## src/rtl/serial_addsub_ctrl.sv

```systemverilog
// Bit-serial add/subtract controller: one carry-propagate slice walks the
// operand pair LSB first, one bit per clock, and reports result/carry/overflow.
module serial_addsub_ctrl #(
    parameter int DATA_WIDTH = 8
) (
    input  logic                  clk,
    input  logic                  rst,
    input  logic                  start,
    input  logic [DATA_WIDTH-1:0] lhs,
    input  logic [DATA_WIDTH-1:0] rhs,
    input  logic                  inv,
    output logic                  ready,
    output logic                  busy,
    output logic                  done,
    output logic [DATA_WIDTH-1:0] res,
    output logic                  cout,
    output logic                  of
);

    localparam int IDX_W = (DATA_WIDTH > 1) ? $clog2(DATA_WIDTH) : 1;
    localparam logic [IDX_W-1:0] LAST_IDX = IDX_W'(DATA_WIDTH - 1);

    localparam logic [1:0] S_IDLE = 2'd0;
    localparam logic [1:0] S_RUN  = 2'd1;
    localparam logic [1:0] S_DONE = 2'd2;

    logic [1:0]            state;
    logic [DATA_WIDTH-1:0] a_sh;
    logic [DATA_WIDTH-1:0] b_sh;
    logic [DATA_WIDTH-1:0] r_sh;
    logic [DATA_WIDTH-1:0] r_next;
    logic                  carry;
    logic                  carry_next;
    logic                  sum_bit;
    logic [IDX_W-1:0]      idx;

    always_comb begin
        sum_bit    = a_sh[0] ^ b_sh[0] ^ carry;
        carry_next = (a_sh[0] & b_sh[0]) | ((a_sh[0] | b_sh[0]) & carry);
        r_next     = r_sh >> 1;
        r_next[DATA_WIDTH-1] = sum_bit;
    end

    // On the last bit the pre-update carry is the carry into the MSB, so the
    // overflow flag can be formed directly at the same edge.
    always_ff @(posedge clk) begin
        if (rst) begin
            state <= S_IDLE;
            a_sh  <= '0;
            b_sh  <= '0;
            r_sh  <= '0;
            carry <= 1'b0;
            idx   <= '0;
            res   <= '0;
            cout  <= 1'b0;
            of    <= 1'b0;
        end else begin
            case (state)
                S_IDLE, S_DONE: begin
                    if (start) begin
                        a_sh  <= lhs;
                        b_sh  <= rhs ^ {DATA_WIDTH{inv}};
                        carry <= inv;
                        idx   <= '0;
                        state <= S_RUN;
                    end else begin
                        state <= S_IDLE;
                    end
                end
                S_RUN: begin
                    a_sh  <= a_sh >> 1;
                    b_sh  <= b_sh >> 1;
                    r_sh  <= r_next;
                    carry <= carry_next;
                    if (idx == LAST_IDX) begin
                        res   <= r_next;
                        cout  <= carry_next;
                        of    <= carry ^ carry_next;
                        state <= S_DONE;
                    end else begin
                        idx <= idx + 1'b1;
                    end
                end
                default: state <= S_IDLE;
            endcase
        end
    end

    assign ready = (state == S_IDLE) || (state == S_DONE);
    assign busy  = (state == S_RUN);
    assign done  = (state == S_DONE);

endmodule

```

## config.mk

```make
export PLATFORM = sky130hd
export DESIGN_NAME = serial_addsub_ctrl
export DESIGN_NICKNAME = d
export VERILOG_FILES = /design/src/rtl/serial_addsub_ctrl.sv
export SDC_FILE = /design/constraint.sdc
export NUM_CORES = 1
export LEC_CHECK = 0
export CAP_MARGIN = 25
export CORE_ASPECT_RATIO = 0.75
export CORE_MARGIN = 10
export CORE_UTILIZATION = 37
export DETAILED_ROUTE_END_ITERATION = 7
export HOLD_SLACK_MARGIN = 0.08
export PLACE_DENSITY = 0.74
export SLEW_MARGIN = 20
export SYNTH_ARGS = -nofsm -noshare
export SYNTH_HDL_FRONTEND = slang
export SYNTH_SLANG_ARGS = --single-unit
```

## constraint.sdc

```tcl
create_clock -name clk -period 1.3 [get_ports clk]
set_input_delay 0.13 -clock clk [delete_from_list [all_inputs] [get_ports clk]]
set_output_delay 0.13 -clock clk [all_outputs]
set_load 0.005 [all_outputs]
```

==> results of run 1 <==
[layer usage]
layer,GRT usage (%),vias to the layer above,part of all wire (%)
met1,10.9,643,48
met4,5.15,0,1.4
met3,4.07,5,5.8
met2,13.9,27,45
met5,0,-,0
li1,-,724,-
[final timing paths]
path	from	to	slack, ns	depth (start not counted)
worst max-delay path	idx[1]$_SDFFE_PP0P_	idx[2]$_SDFFE_PP0P_	-0.01	5
worst min-delay path	lhs[7]	a_sh[7]$_SDFFE_PP0P_	0.42	3
worst max register to register	idx[1]$_SDFFE_PP0P_	idx[2]$_SDFFE_PP0P_	-0.01	5
worst min register to register	res[5]$_SDFFE_PP0P_	res[5]$_SDFFE_PP0P_	0.46	2
[worst max-delay path: cells and delay by family (launching register included)]
family | cells | cell delay (ns)
AO/OA/AOI/OAI | 1 | 0.06
adder cells (fa/ha/maj) | 2 | 0.32
flip-flops | 1 | 0.34
AND/OR/NAND/NOR | 2 | 0.48
[final cells by class]
cell class | count | area [um2] | share of cell area, %
Inverter | 2 | 10.0 | 0.442
Clock buffer | 5 | 68.8 | 3.04
Sequential cell | 39 | 788 | 34.8
Clock inverter | 3 | 43.8 | 1.93
Timing Repair Buffer | 48 | 480 | 21.2
Tap cell | 55 | 68.8 | 3.04
Multi-Input combinational cell | 132 | 806 | 35.6
[timing repair]
action | in CTS | in global routing
endpoints found under the hold margin | 0 | 0
cloned | 0 | 0
resized for setup | 6 | 15
pin swaps | 1 | 0
endpoints found under the setup margin | 7 | 23
[cells by family (layout without fill, tap and decap cells)]
logic type / Yosys count / after routing / synth area share (%)
adders and majority gates: 3 / 3 / 2.75
xor gates and xnor gates: 9 / 9 / 4.82
and+or+nand+nor: 67 / 67 / 18.7
buffers and inverters: 18 / 58 / 7.27
DFF: 39 / 39 / 47.7
AOI/OAI and AO/OA: 53 / 53 / 18.7
[synth_stat cells]
master / number / area [um2]
a211oi_1: 1 / 7.51
ha_1: 2 / 25.0
nand3_1: 20 / 100
a21oi_1: 37 / 185
a22oi_1: 15 / 113
nor2b_1: 2 / 12.5
nand2b_1: 3 / 18.8
buf_4: 3 / 22.5
inv_4: 1 / 6.26
buf_6: 4 / 45.0
buf_2: 6 / 30.0
and3b_1: 1 / 8.76
nand3b_1: 1 / 7.51
or3b_1: 1 / 8.76
xnor2_1: 1 / 8.76
xor2_1: 8 / 70.1
clkbuf_1: 3 / 11.3
nor3b_1: 1 / 7.51
fa_1: 1 / 20.0
nand2_1: 36 / 135
inv_1: 1 / 3.75
nor2_1: 2 / 7.51
dfxtp_1: 39 / 781
[state kept, by name (all words and copies together) (netlist names)]
signal and flops:
r_sh 7, cout 1, carry 1, idx 3, of 1, res 8, b_sh 8, a_sh 8
state 2
[per-stage QoR]
| step | total power, mW | setup WS, ns |
|---|---|---|
| after floorplan | 1.51 | 0.00595 |
| after global placement | 1.63 | 0.00206 |
| after detailed placement | 1.64 | -0.0144 |
| after CTS | 2.64 | -0.0104 |
| after global routing | 2.73 | -0.0465 |
| final | 2.61 | -0.0101 |
[power by group through the flow]
| stage | Sequential, mW | Combinational [mW] | Clock (mW) |
|---|---|---|---|
| CTS | 1.27 | 0.336 | 1.03 |
| global route | 1.28 | 0.372 | 1.08 |
| floorplan | 1.29 | 0.217 | 0 |
| global placement | 1.30 | 0.331 | 0 |
| finish | 1.27 | 0.339 | 1.00 |
| detailed placement | 1.30 | 0.336 | 0 |
==> flow_metrics.tcl, run 1 <==
set metrics [dict create \
    cpMostUsedCell "ha_4" \
    drive_gt1_share_pct 19.2 \
    fin_crit_sh_pct 101 \
    cts_tree "yes" \
    final_cell_area_um2 2270 \
    final_common_cell "nand2_1" \
    num_vias 1399 \
    chipHeight_um 77.6 \
    post_cts.repair.setup_buffers 0 \
    io_pins 33 \
    dp.cells 276 \
    yosysUniqueCellTypes 23 \
    synth_fp_nets 212 \
    ys_warn_count 0 \
    drtAntennaViolNets 0 \
    area_delta_synth_final_pct 38.6 \
    clk_latency_ns 0.30 \
    path_max_fanout 4 \
    cts_root_buffer "clkbuf_8" \
    worst_setup_path_start_kind "flop" \
    rsz0062_at_grt "yes" \
    antenna_found_initial 0 \
    clk_path_buf_depth 2 \
    final_cell_mix "nand2_1, a21oi_1, dfxtp_1" \
    fin_util_pct 54.5 \
    p_int_mw 1.99 \
    vias_per_cell 4.93 \
    fin_nets 251 \
    power_per_cell_area_nw_per_um2 1150 \
    die_area_um2 7510 \
    relSlewSlack_pct 81.9 \
    cts_sinks 39 \
    critPathMaxStageDelay_ns 0.41 \
    p_sw_share_pct 24.0 \
    fin_tns_setup_ns -0.0151 \
    tightest_slew_ns 0.271 \
    gp_congestion 0.769 \
    initial_core_util_pct 39.4 \
    track_usage_pct 9.29 \
    dp_hpwl_um 2620 \
    status "finished with violations" \
    path_clk_slew_ns 0.08 \
    wl_per_cell_um 13.0 \
    port_buffers 32 \
    grt_pass1_wl_um 5890 \
    syn-cell-area_um2 1640 \
    p_switching_uw 629 \
    slowest_stage "or3b_4" \
    critPathCaptureType "flop" \
    die_x_um 96.8 \
    placed_area_um2 2110 \
    setup_ws_ns -0.0101 \
    dr.pass1.iters 4 \
    whs_ns 0.424 \
    drtIter0Drc 56 \
    pwr-share-seq_pct 48.8 \
    std_cell_rows 20 \
    synthCells 189 \
    yosysSeqAreaShare_pct 47.7 \
    cts_htree_levels 2 \
    drc_errors 0 \
    setup_violations 3 \
    grt_max_degree 40 \
    worstSetupPathType "flop to flop" \
    grt_pass1_vias 1326 \
    fillers 390 \
    crit_required_ns 1.49 \
    worst_clock_skew_ns 0.00797 \
    hold_violations 0 \
    clkPwrFrac_pct 38.3 \
    static-leakage-power_nw 0.917 \
    max_freq_ghz 0.763 \
    drv_slew 0 \
    fin_cells 284 \
    violations "setup timing" \
    period_minus_slack_ns 1.31 \
    hold_class "primary input to flop" \
    syn_avg_cell_area_um2 8.65 \
    routed_wl_um 3680 \
    comb_power_share_pct 12.9 \
    cts_buffers 5 \
    grt-ovfl-total 0 \
    yosys_register_bits 39 \
    path_cells "ha_4 > ha_4 > or3b_4 > nand3_2 > a21oi_1" \
    coreArea_um2 4150 \
    n_antenna_cell 0 \
    maxCapViolCount 0 \
    postCtsHoldBufs 0 \
    critPathArrivalTime_ns 1.50 \
    peakVddDrop_v 0.000665 \
]
Power figures use the tool's default switching activity.
==> inputs of run 2 (changes only) <==
--- a/config.mk
+++ b/config.mk
@@ -14,2 +14,3 @@
 export PLACE_DENSITY = 0.74
+export SETUP_SLACK_MARGIN = 0.3
 export SLEW_MARGIN = 20
==> constraint.sdc (replaced) <==
create_clock -name clk -period 1.3 [get_ports clk]
set_input_delay 0.195 -clock clk [delete_from_list [all_inputs] [get_ports clk]]
set_output_delay 0.195 -clock clk [all_outputs]
set_load 0.005 [all_outputs]
==> run 2 against run 1 <==
Compared with the run above: total power increased by 2.2%; via count increased by 8.6%; wire length increased by 19%; the flow still finishes with violations (setup timing); largest power group unchanged; clock power decreased by 11%; fmax decreased by 0.61%; count of clock-buffer cells in the layout increased by 3; critical path depth unchanged; sequential power about the same; combinational power increased by 48%; worst hold slack improved by 0.027 ns.
==> flow_metrics.tcl, run 2 (same netlist as run 1, synthesis figures left out) <==
set metrics [dict create \
    status "finished with violations" \
    violations "setup timing" \
    worst_setup_path_start_kind "flop" \
    comb_power_share_pct 18.7 \
    cts_buffers 5 \
    clkPwrFrac_pct 33.3 \
    antenna_found_initial 0 \
    fin_tns_setup_ns -0.0425 \
    setup_ws_ns -0.0182 \
    grt-ovfl-total 0 \
    dp_hpwl_um 2450 \
    worst_clock_skew_ns 0.00128 \
    track_usage_pct 10.9 \
    cts_htree_levels 2 \
    initial_core_util_pct 39.4 \
    die_area_um2 7510 \
    chipHeight_um 77.6 \
    gp_congestion 0.738 \
    grt_max_degree 40 \
    dp.cells 274 \
    clk_latency_ns 0.29 \
    relSlewSlack_pct 88.1 \
    wl_per_cell_um 14.9 \
    fin_util_pct 60.7 \
    final_cell_area_um2 2520 \
    n_antenna_cell 0 \
    period_minus_slack_ns 1.32 \
    slowest_stage "or3b_4" \
    final_cell_mix "a21oi_1, nand2_1, dfxtp_1" \
    critPathCaptureType "flop" \
    path_max_fanout 4 \
    postCtsHoldBufs 0 \
    worstSetupPathType "flop to flop" \
    grt_pass1_wl_um 6930 \
    routed_wl_um 4370 \
    power_mw 2.67 \
    largestRegisters "a_sh: 8 flops, b_sh: 8 flops, res: 8 flops" \
    drtIter0Drc 60 \
    maxCapViolCount 0 \
    die_x_um 96.8 \
    r2r-start "idx[0]$_SDFFE_PP0P_" \
    drv_slew 0 \
    final_common_cell "a21oi_1" \
    rr_worst_depth 5 \
    path_clk_slew_ns 0.07 \
    tightest_slew_ns 0.179 \
    io_pins 33 \
    fin_nets 261 \
    drtAntennaViolNets 0 \
    power_per_cell_area_nw_per_um2 1060 \
    p_switching_uw 663 \
    critPathArrivalTime_ns 1.50 \
    fillers 368 \
    area_delta_synth_final_pct 54.2 \
    num_vias 1519 \
    cts_sinks 39 \
    std_cell_rows 20 \
    port_buffers 32 \
    p_int_mw 2.01 \
    vias_per_cell 5.17 \
    path_cells "ha_4 > ha_4 > or3b_4 > nand3_2 > a21oi_1" \
    endpoint "idx[2]$_SDFFE_PP0P_" \
    critPathMaxStageDelay_ns 0.41 \
    drive_gt1_share_pct 41.4 \
    rsz0062_at_grt "yes" \
    max_freq_ghz 0.759 \
    pwr-share-seq_pct 48.0 \
    hold_violations 0 \
    fin_cells 294 \
    placed_area_um2 2180 \
    startpoint "idx[0]$_SDFFE_PP0P_" \
    crit_required_ns 1.48 \
    grt_pass1_vias 1433 \
    r2r_setup_slack_ns -0.02 \
    static-leakage-power_nw 0.946 \
    clk_path_buf_depth 2 \
    setup_violations 3 \
    peakVddDrop_v 0.000587 \
    hold_class "flop to flop" \
    rr_endpoint "idx[2]$_SDFFE_PP0P_" \
    fin_crit_sh_pct 101 \
    cts_tree "yes" \
    dr.pass1.iters 4 \
    drc_errors 0 \
    cpMostUsedCell "ha_4" \
    p_sw_share_pct 24.8 \
    coreArea_um2 4150 \
    cts_root_buffer "clkbuf_8" \
]
==> run 2: repair_timing <==
item / in CTS / in global routing
resized for setup: 95 / 6
setup endpoints to repair: 52 / 42
setup buffers: 5 / 2
cloned: 3 / 2
pin swaps: 8 / 4
==> run 2: stage by stage <==
stage	worst slack (ns)	hold WS (ns)
after global routing	-0.0750	0.469
after detailed placement	-0.0747	0.448
after CTS	-0.0145	0.453
after floorplan	0.0103	0.331
after global placement	-0.0578	0.444
final	-0.0182	0.451
==> run 2: worst min path at each step <==
| stage | from | endpoint | slack (ns) | depth (start not counted) |
|---|---|---|---|---|
| 3_5_place_dp | r_sh[1]$_SDFFE_PP0P_ | r_sh[1]$_SDFFE_PP0P_ | 0.45 | 2 |
| 3_3_place_gp | res[3]$_SDFFE_PP0P_ | res[3]$_SDFFE_PP0P_ | 0.44 | 2 |
| 4_1_cts | res[0]$_SDFFE_PP0P_ | res[0]$_SDFFE_PP0P_ | 0.45 | 2 |
| 2_1_floorplan | lhs[7] | a_sh[7]$_SDFFE_PP0P_ | 0.33 | 2 |
| 5_1_grt | res[7]$_SDFFE_PP0P_ | res[7]$_SDFFE_PP0P_ | 0.47 | 2 |
| 6_report | res[7]$_SDFFE_PP0P_ | res[7]$_SDFFE_PP0P_ | 0.45 | 2 |
==> run 2: worst max-delay path: cells and delay by family, from the launching register on <==
kind	cells	cell delay (ns)
DFF	1	0.34
adders and majority gates	2	0.32
AOI/OAI and AO/OA	1	0.06
and+or+nand+nor	2	0.48
==> run 2: power groups by stage <==
| stage | clock network, mW | logic (mW) | registers (mW) |
|---|---|---|---|
| 2_1_floorplan | 0 | 0.249 | 1.30 |
| 3_3_place_gp | 0 | 0.367 | 1.31 |
| 3_5_place_dp | 0 | 0.370 | 1.31 |
| 4_1_cts | 0.903 | 0.447 | 1.28 |
| 5_1_grt | 0.948 | 0.540 | 1.29 |
| 6_report | 0.889 | 0.501 | 1.28 |
==> run 2: layer usage <==
metal | GRT usage (%) | wire length, um
met5 | 0 | 0
met4 | 3.97 | 53
met3 | 4.07 | 199
met2 | 16.4 | 2050
met1 | 14.0 | 2070
==> run 2: cell type report <==
type	instances	area (um2)	share of cell area [%]
multi-input cells	132	903	35.8
flip-flops and latches	39	806	32.0
repair buffers	58	631	25.0
clock buffers	8	100	3.97
well taps	55	68.8	2.73
inverters	2	12.5	0.496
